**src/rtl/arith_fifo_pkg.sv**
```systemverilog
// Shared constants for the operand FIFOs feeding the multiplier datapath.
// Latency: n/a (constants only).
// Backpressure: n/a.
package arith_fifo_pkg;

    // Default operand width and buffer depth for multiplier-side FIFOs.
    localparam int ARITH_DATA_SIZE = 8;
    localparam int ARITH_DEPTH     = 4;

endpackage : arith_fifo_pkg

```
**src/rtl/fifo_ptr.sv**
```systemverilog
// Wrapping ADDR_SIZE-bit pointer with enable, used for FIFO read/write addressing.
// Latency: new value visible the cycle after en_i is sampled high.
// Backpressure: none; the caller gates en_i.
module fifo_ptr #(
    parameter int W = 2
) (
    input  logic         clk_i,
    input  logic         rst_ni,
    input  logic         en_i,
    output logic [W-1:0] ptr_o
);

    localparam logic [W-1:0] LP_ONE = W'(1);

    logic [W-1:0] r_ptr;

    // Advance by one on enable; natural wrap from all-ones back to zero.
    always_ff @(posedge clk_i or negedge rst_ni) begin
        if (!rst_ni) begin
            r_ptr <= '0;
        end else if (en_i) begin
            r_ptr <= r_ptr + LP_ONE;
        end
    end

    assign ptr_o = r_ptr;

endmodule : fifo_ptr

```
**src/rtl/reg_fifo_n.sv**
```systemverilog
// Multi-entry register FIFO buffering operands ahead of the multiplier.
// Latency: 1 cycle load-to-unloadable, 1 cycle unload-to-data_o/valid_o.
// Backpressure: loads rejected when full (unless unloading), unloads rejected when empty; rejects pulse overflow_o/underflow_o.
module reg_fifo_n
    import arith_fifo_pkg::*;
#(
    parameter  int DATA_SIZE = ARITH_DATA_SIZE,
    parameter  int DEPTH     = ARITH_DEPTH,
    localparam int ADDR_SIZE = $clog2(DEPTH)
) (
    input  logic                 clk_i,
    input  logic                 rst_ni,
    input  logic                 load_i,
    input  logic [DATA_SIZE-1:0] data_i,
    input  logic                 unload_i,
    output logic [DATA_SIZE-1:0] data_o,
    output logic                 valid_o,
    output logic                 full_o,
    output logic                 empty_o,
    output logic [ADDR_SIZE:0]   count_o,
    output logic                 overflow_o,
    output logic                 underflow_o
);

    localparam logic [ADDR_SIZE:0] LP_FULL = (ADDR_SIZE + 1)'(DEPTH);
    localparam logic [ADDR_SIZE:0] LP_ONE  = (ADDR_SIZE + 1)'(1);

    logic [DATA_SIZE-1:0] r_mem [DEPTH];
    logic [ADDR_SIZE:0]   r_cnt;
    logic [DATA_SIZE-1:0] r_data;
    logic                 r_valid;
    logic                 r_ovf;
    logic                 r_unf;

    logic [ADDR_SIZE-1:0] w_wr_ptr;
    logic [ADDR_SIZE-1:0] w_rd_ptr;
    logic                 w_full;
    logic                 w_empty;
    logic                 w_load_acc;
    logic                 w_unload_acc;

    assign w_full  = (r_cnt == LP_FULL);
    assign w_empty = (r_cnt == '0);

    // A full FIFO still takes a load when the same edge frees a slot.
    assign w_unload_acc = unload_i & ~w_empty;
    assign w_load_acc   = load_i & (~w_full | unload_i);

    fifo_ptr #(.W(ADDR_SIZE)) u_wr_ptr (
        .clk_i  (clk_i),
        .rst_ni (rst_ni),
        .en_i   (w_load_acc),
        .ptr_o  (w_wr_ptr)
    );

    fifo_ptr #(.W(ADDR_SIZE)) u_rd_ptr (
        .clk_i  (clk_i),
        .rst_ni (rst_ni),
        .en_i   (w_unload_acc),
        .ptr_o  (w_rd_ptr)
    );

    // Storage array; not reset, contents are only meaningful once written.
    always_ff @(posedge clk_i) begin
        if (w_load_acc) begin
            r_mem[w_wr_ptr] <= data_i;
        end
    end

    // Occupancy: simultaneous accepted load and unload cancel out.
    always_ff @(posedge clk_i or negedge rst_ni) begin
        if (!rst_ni) begin
            r_cnt <= '0;
        end else if (w_load_acc && !w_unload_acc) begin
            r_cnt <= r_cnt + LP_ONE;
        end else if (w_unload_acc && !w_load_acc) begin
            r_cnt <= r_cnt - LP_ONE;
        end
    end

    // Registered read port, valid strobe and reject pulses.
    always_ff @(posedge clk_i or negedge rst_ni) begin
        if (!rst_ni) begin
            r_data  <= '0;
            r_valid <= 1'b0;
            r_ovf   <= 1'b0;
            r_unf   <= 1'b0;
        end else begin
            if (w_unload_acc) begin
                r_data <= r_mem[w_rd_ptr];
            end
            r_valid <= w_unload_acc;
            r_ovf   <= load_i & ~w_load_acc;
            r_unf   <= unload_i & w_empty;
        end
    end

    assign data_o      = r_data;
    assign valid_o     = r_valid;
    assign full_o      = w_full;
    assign empty_o     = w_empty;
    assign count_o     = r_cnt;
    assign overflow_o  = r_ovf;
    assign underflow_o = r_unf;

endmodule : reg_fifo_n

```
**config.mk**
```make
export PLATFORM = sky130hd
export DESIGN_NAME = reg_fifo_n
export DESIGN_NICKNAME = d
export VERILOG_FILES = /design/src/rtl/arith_fifo_pkg.sv /design/src/rtl/fifo_ptr.sv /design/src/rtl/reg_fifo_n.sv
export SDC_FILE = /design/constraint.sdc
export NUM_CORES = 1
export LEC_CHECK = 0
export CORE_MARGIN = 2
export CORE_UTILIZATION = 56
export DETAILED_ROUTE_END_ITERATION = 8
export GPL_TIMING_DRIVEN = 0
export PLACE_DENSITY_LB_ADDON = 0.3
export SETUP_SLACK_MARGIN = 0.5
export SYNTH_ARGS = -nofsm -noshare
export SYNTH_HDL_FRONTEND = slang
export SYNTH_HIERARCHICAL = 1
export SYNTH_SLANG_ARGS = --single-unit
```
**constraint.sdc**
```tcl
create_clock -name clk_i -period 5.6 [get_ports clk_i]
set_input_delay 1.12 -clock clk_i [delete_from_list [all_inputs] [get_ports clk_i]]
set_output_delay 1.12 -clock clk_i [all_outputs]
set_load 0.1 [all_outputs]
```
==> results of run 1 <==
per-stage QoR:
stage	setup WS, ps	hold WS [ps]
2_1_floorplan	1957	443.2
3_3_place_gp	2326	462.4
3_5_place_dp	2324	491.6
4_1_cts	1992	526.7
5_1_grt	1906	526.9
6_report	2013	512.9
synth_stat cells:
cell	count	area, um^2
buf_4	1	7.510
dfrtp_1	18	450.4
nand2_1	2	7.510
buf_1	1	3.750
nand2b_1	1	6.260
xnor2_1	3	26.28
nor2_1	1	3.750
nor3_2	1	10.01
fa_1	1	20.02
nor3b_1	3	22.52
edfxtp_1	32	960.9
and3_1	1	6.260
buf_6	1	11.26
mux4_2	8	180.2
xor2_1	4	35.03
o21ai_2	1	8.760
inv_2	1	3.750
inv_1	3	11.26
and2_1	1	6.260
nor3_1	1	5.000
mux2_2	9	101.4
or3b_1	1	8.760
ha_1	1	12.51
layout make-up:
type | instances | area (um^2) | area share (%)
buffer | 3 | 22.52 | 0.9549
clock buffer | 5 | 37.54 | 1.592
clock inverter | 3 | 68.82 | 2.918
inverter | 4 | 15.01 | 0.6366
multi-input combinational | 39 | 475.5 | 20.16
sequential | 50 | 1411 | 59.84
tap | 46 | 57.56 | 2.440
timing repair buffer | 27 | 270.3 | 11.46
state kept, by name, indices dropped and copies added, names as in the netlist:
signal,cells
r_mem,32
data_o,8
count_o,3
u_rd_ptr/ptr_o,2
u_wr_ptr/ptr_o,2
overflow_o,1
underflow_o,1
valid_o,1
kinds of logic after synthesis:
logic type,synth area share (%)
DFF,73.92
and+or+nand+nor,3.998
adders and majority gates,1.704
buffers and inverters,1.966
xor gates and xnor gates,3.211
AOI/OAI and AO/OA,0.4588
muxes,14.74
path summary, 6_finish.rpt:
check,startpoint,cells after the start,end
setup / recovery,count_o[0]$_DFFE_PN0P_,3,full_o
hold / removal,u_rd_ptr/ptr_o[1]$_DFFE_PN0P_,1,u_rd_ptr/ptr_o[1]$_DFFE_PN0P_
setup reg to reg,count_o[0]$_DFFE_PN0P_,7,count_o[1]$_DFFE_PN0P_
hold reg to reg,u_rd_ptr/ptr_o[1]$_DFFE_PN0P_,1,u_rd_ptr/ptr_o[1]$_DFFE_PN0P_
max in group asynchronous,rst_ni,1,data_o[7]$_DFFE_PN0P_
min in group asynchronous,rst_ni,1,u_rd_ptr/ptr_o[0]$_DFFE_PN0P_
layer usage:
| metal | share of wire, % | vias up | global-route usage [%] | wire (um) |
|---|---|---|---|---|
| met5 | 0 | - | 0 | 0 |
| met4 | 1.3 | 0 | 7.778 | 38 |
| met3 | 4.0 | 5 | 4.685 | 115 |
| met2 | 55 | 18 | 29.08 | 1594 |
| met1 | 40 | 473 | 22.57 | 1160 |
| li1 | - | 433 | - | - |
==> summary.md, run 1 <==
| Metric | Value |
|---|---|
| # rows | 21 |
| Io pins | 28 |
| Max Clock Freq | 0.2787 GHz |
| Register area share after synthesis | 73.92% |
| Sequence of cells on the critical path | or3b_1, inv_1, clkdlybuf4s50_1 |
| Core area | 3311 um^2 |
| Die width | 62.39 um |
| DP HPWL | about 2 mm |
| CTS buffer count | 5 |
| Setup TNS | 0 ps |
| Pin count of the biggest net entering global routing | 19 |
| Fin. Hold Viols | 0 |
| Setup CP Type | reg -> out |
| P&R area growth vs syn | 23.53% |
| Mapped Area | 1909 um^2 |
| Crit path time final | roughly 3600 ps |
| IO buf count | 27 |
| Congestion Overflow GR | 0 |
| Detailed Routing Iterations Pass 1 | 4 |
| Core Util, Final | a little under three quarters |
| Buffer count from post-CTS setup fixing | 0 |
| Maximum root-to-sink buffer count | 2 |
| Initial DRC Count | 34 |
| # DRC | 0 |
| Die area | 3893 um^2 |
| Crit Path Max Fanout | 5 |
| Setup Skew | 11.77 ps |
| Final max-slew violation count | 0 |
| CP arrival | 2470 ps |
| Post-Route WL | approximately 2.9 mm |
| CTS root buf | clkbuf_4 |
| Most frequent cells in the layout | edfxtp_1, clkdlybuf4s50_1, dfrtp_1 |
| Syn_nets | 110 |
| Placed Instances | 169 |
| First-pass GRT wire length | 4.961 mm |
| Crit-path leading delay family | buffers and inverters |
| WP data required | 4480 ps |
| Syn. warnings | 6 |
| Routability Congestion | 0.6814 |
| Placed inst area | 2237 um^2 |
| Internal reg-to-reg setup slack | 3210 ps |
| Seq cells post-synth | 50 |
| Ant. Diodes | 0 |
| Vias per inst | 5.249 |
| CTS tree | done |
| Number of setup violations in the final report | 0 |
| Fin nets | 144 |
| Post-CTS Resized | 0 |
| Critical path buffer and inverter count | 2 |
| Max-cap violations | 0 |
| Detailed-route via count | just over 900 |
| Worst skew pair latency | ~360 ps |
| Worst Tran Pin Value | 972.6 ps |
| Commonest non-fill, non-tap cell in the layout | edfxtp_1 |
| CP peak stage delay | around 1100 ps |
| Post-synth cell types | 23 |
| Post-Syn Instances | 96 |
| Routed WL per cell | between 15 and 20 um |
| Slew Limit Headroom | a little over a third |
| Layout cell share with drive strength beyond 1 | 25.19% |
| Total Routing Usage GR | 17.71% |
| Initial antenna violation count | 0 |
| Max H-tree Level | 2 |
| # fillers | 227 |
| Status | completed |
| Final Non-Filler Cells | 177 |
| Clk sink count | 50 |
| Cts hold-fix bufs | 0 |
| Worst hold-check path type | reg -> reg |
| Number of routed nets with antenna violations | 0 |
| Slowest-stage cell, CP | clkdlybuf4s50_1 |
| Die height | 62.39 um |
| Design Area, Final | between 2000 and 2500 um^2 |
| Reg clk slew, reported paths | about 140 ps |
| Starting density of the core | between 50% and 60% |
| Setup crit start kind | flip-flop |
| RSZ-0062 raised after global routing | false |
| Vias in the first global route | 1008 |
| Mean Syn Cell Area | slightly below 20 um^2 |
| Critical Path Sink Type | primary output |
| Final period util | 64.06% |
Power of run 1 is not shown: default switching activity piles up to over one toggle a cycle in this logic, so the estimate is an artifact.
==> run 2: changes to the inputs <==
--- a/config.mk
+++ b/config.mk
@@ -6,7 +6,7 @@
 export NUM_CORES = 1
 export LEC_CHECK = 0
 export CORE_MARGIN = 2
-export CORE_UTILIZATION = 56
+export CORE_UTILIZATION = 52
 export DETAILED_ROUTE_END_ITERATION = 8
 export GPL_TIMING_DRIVEN = 0
 export PLACE_DENSITY_LB_ADDON = 0.3
==> constraint.sdc (replaced) <==
create_clock -name clk_i -period 3.7 [get_ports clk_i]
set_input_delay 0.74 -clock clk_i [delete_from_list [all_inputs] [get_ports clk_i]]
set_output_delay 0.74 -clock clk_i [all_outputs]
set_load 0.1 [all_outputs]
==> summary.md, run 2 (synthesis gave the netlist of run 1 again) <==
| Metric | Value |
|---|---|
| Status | completed |
| Vias in the first global route | 960 |
| Io pins | 28 |
| CTS buffer count | 5 |
| CTS root buf | clkbuf_8 |
| Vias per inst | 5.194 |
| Die width | roughly 65 um |
| Number of setup violations in the final report | 0 |
| Core Util, Final | around 65% |
| R2r startpoint | count_o[0]$_DFFE_PN0P_ |
| CP peak stage delay | 1160 ps |
| # DRC | 0 |
| Max reg flops | 32 |
| Met1 usage in global routing | 17.18% |
| Die height | about 65 um |
| RSZ-0062 raised after global routing | false |
| Final max-slew violation count | 0 |
| FF-to-FF path depth | 7 |
| Max Clock Freq | roughly 0.35 GHz |
| Worst min-delay path endpoint | u_rd_ptr/ptr_o[1]$_DFFE_PN0P_ |
| Reg clk slew, reported paths | 80 ps |
| Sequence of cells on the critical path | nor3_4, clkdlybuf4s50_1 |
| Setup CP Type | reg -> out |
| Setup Skew | between 7 and 8 ps |
| Initial DRC Count | 34 |
| P&R area growth vs syn | 22.41% |
| CP arrival | between 2000 and 2500 ps |
| Number of routed nets with antenna violations | 0 |
| Pin count of the biggest net entering global routing | 19 |
| Setup TNS | 0 ps |
| Core area | 3606 um^2 |
| Commonest non-fill, non-tap cell in the layout | edfxtp_1 |
| Congestion Overflow GR | 0 |
| GRT met2 Usage | 26.43% |
| Routability Congestion | 0.6901 |
| Starting density of the core | 52.95% |
| Crit path time final | between 2000 and 3000 ps |
| Max H-tree Level | 2 |
| Detailed-route via count | 935 |
| # fillers | 253 |
| IO buf count | 27 |
| Layer with the highest usage | met2 |
| Final period util | between 70 and 80% |
| Top reg by flops | r_mem |
| Most frequent cells in the layout | edfxtp_1, clkdlybuf4s50_1, dfrtp_1 |
| Slew Limit Headroom | 13.68% |
| Hold Slack | 474.2 ps |
| Worst setup margin | 834.2 ps |
| GR Util met3 | 5.729% |
| Slowest-stage cell, CP | clkdlybuf4s50_1 |
| Setup crit start kind | flip-flop |
| # rows | 22 |
| Max-cap violations | 0 |
| Buffer count from post-CTS setup fixing | 0 |
| Worst hold-check path type | reg -> reg |
| Maximum root-to-sink buffer count | 2 |
| Hold wc startpoint | u_rd_ptr/ptr_o[1]$_DFFE_PN0P_ |
| First-pass GRT wire length | around 4.5 mm |
| WHS Path Cells | 1 |
| Routed WL per cell | between 15 and 20 um |
| WP data required | 2960 ps |
| Worst r2r dst | count_o[1]$_DFFE_PN0P_ |
| Total Routing Usage GR | 15.34% |
| Crit Path Max Fanout | 5 |
| Fin nets | about 150 |
| Layout cell share with drive strength beyond 1 | 21.97% |
| Internal reg-to-reg setup slack | 1370 ps |
| Worst skew pair latency | about 290 ps |
| Ant. Diodes | 0 |
| Worst Tran Pin Value | 1292 ps |
| Pre-CTS WS | 814.2 ps |
| Initial antenna violation count | 0 |
| CTS tree | done |
| Critical Path Sink Type | primary output |
| Detailed Routing Iterations Pass 1 | 4 |
| Fin. Hold Viols | 0 |
| DP HPWL | around 2 mm |
| Clk sink count | 50 |
| Post-Route WL | roughly 2.7 mm |
| Die area | 4173 um^2 |
-- run 2: routing by layer --
metal,wire (um),vias up,share of wire [%]
li1,-,434,-
met1,1111,482,40
met2,1504,17,55
met3,108,2,3.9
met4,20,0,0.73
met5,0,-,0
-- run 2: final cells by class --
cell class                      count  area [um^2]  share of cell area (%)
Clock inverter                      2        8.758                  0.3747
Timing Repair Buffer               28        280.3                   11.99
Buffer                              3        22.52                  0.9636
Sequential cell                    50         1411                   60.39
Multi-Input combinational cell     39        466.7                   19.97
Clock buffer                        6        72.57                   3.105
Inverter                            4        15.01                  0.6424
Tap cell                           48        60.06                   2.570
-- run 2: worst max-delay path: cells and delay by family (launching register included) --
family | cells | cell delay, ps
flops | 1 | 460
simple gates | 1 | 220
buf+inv | 1 | 1160
-- run 2: worst max-delay path by stage --
stage / cells after the start / slack (ps) / end / startpoint
after floorplan: 9 / 520 / count_o[2]$_DFFE_PN0P_ / count_o[1]$_DFFE_PN0P_
after global placement: 3 / 810 / r_mem[1][0]$_DFFE_PP_ / unload_i
after detailed placement: 3 / 810 / r_mem[1][0]$_DFFE_PP_ / unload_i
after CTS: 3 / 520 / full_o / count_o[0]$_DFFE_PN0P_
after global routing: 2 / 740 / empty_o / count_o[1]$_DFFE_PN0P_
final: 2 / 830 / empty_o / count_o[1]$_DFFE_PN0P_
-- run 2: timing repair --
action,in CTS,in global routing
hold buffers,0,0
endpoints found under the setup margin,0,1
resized for setup,0,1
hold endpoints to repair,0,0
-- run 2: stage by stage --
stage / instance area, um^2 / cells
4_1_cts: 2327 / 179
3_5_place_dp: 2246 / 171
5_1_grt: 2337 / 180
6_report: 2337 / 180
3_3_place_gp: 2246 / 171
2_1_floorplan: 1916 / 96
Power of run 2 is left out for the same reason.
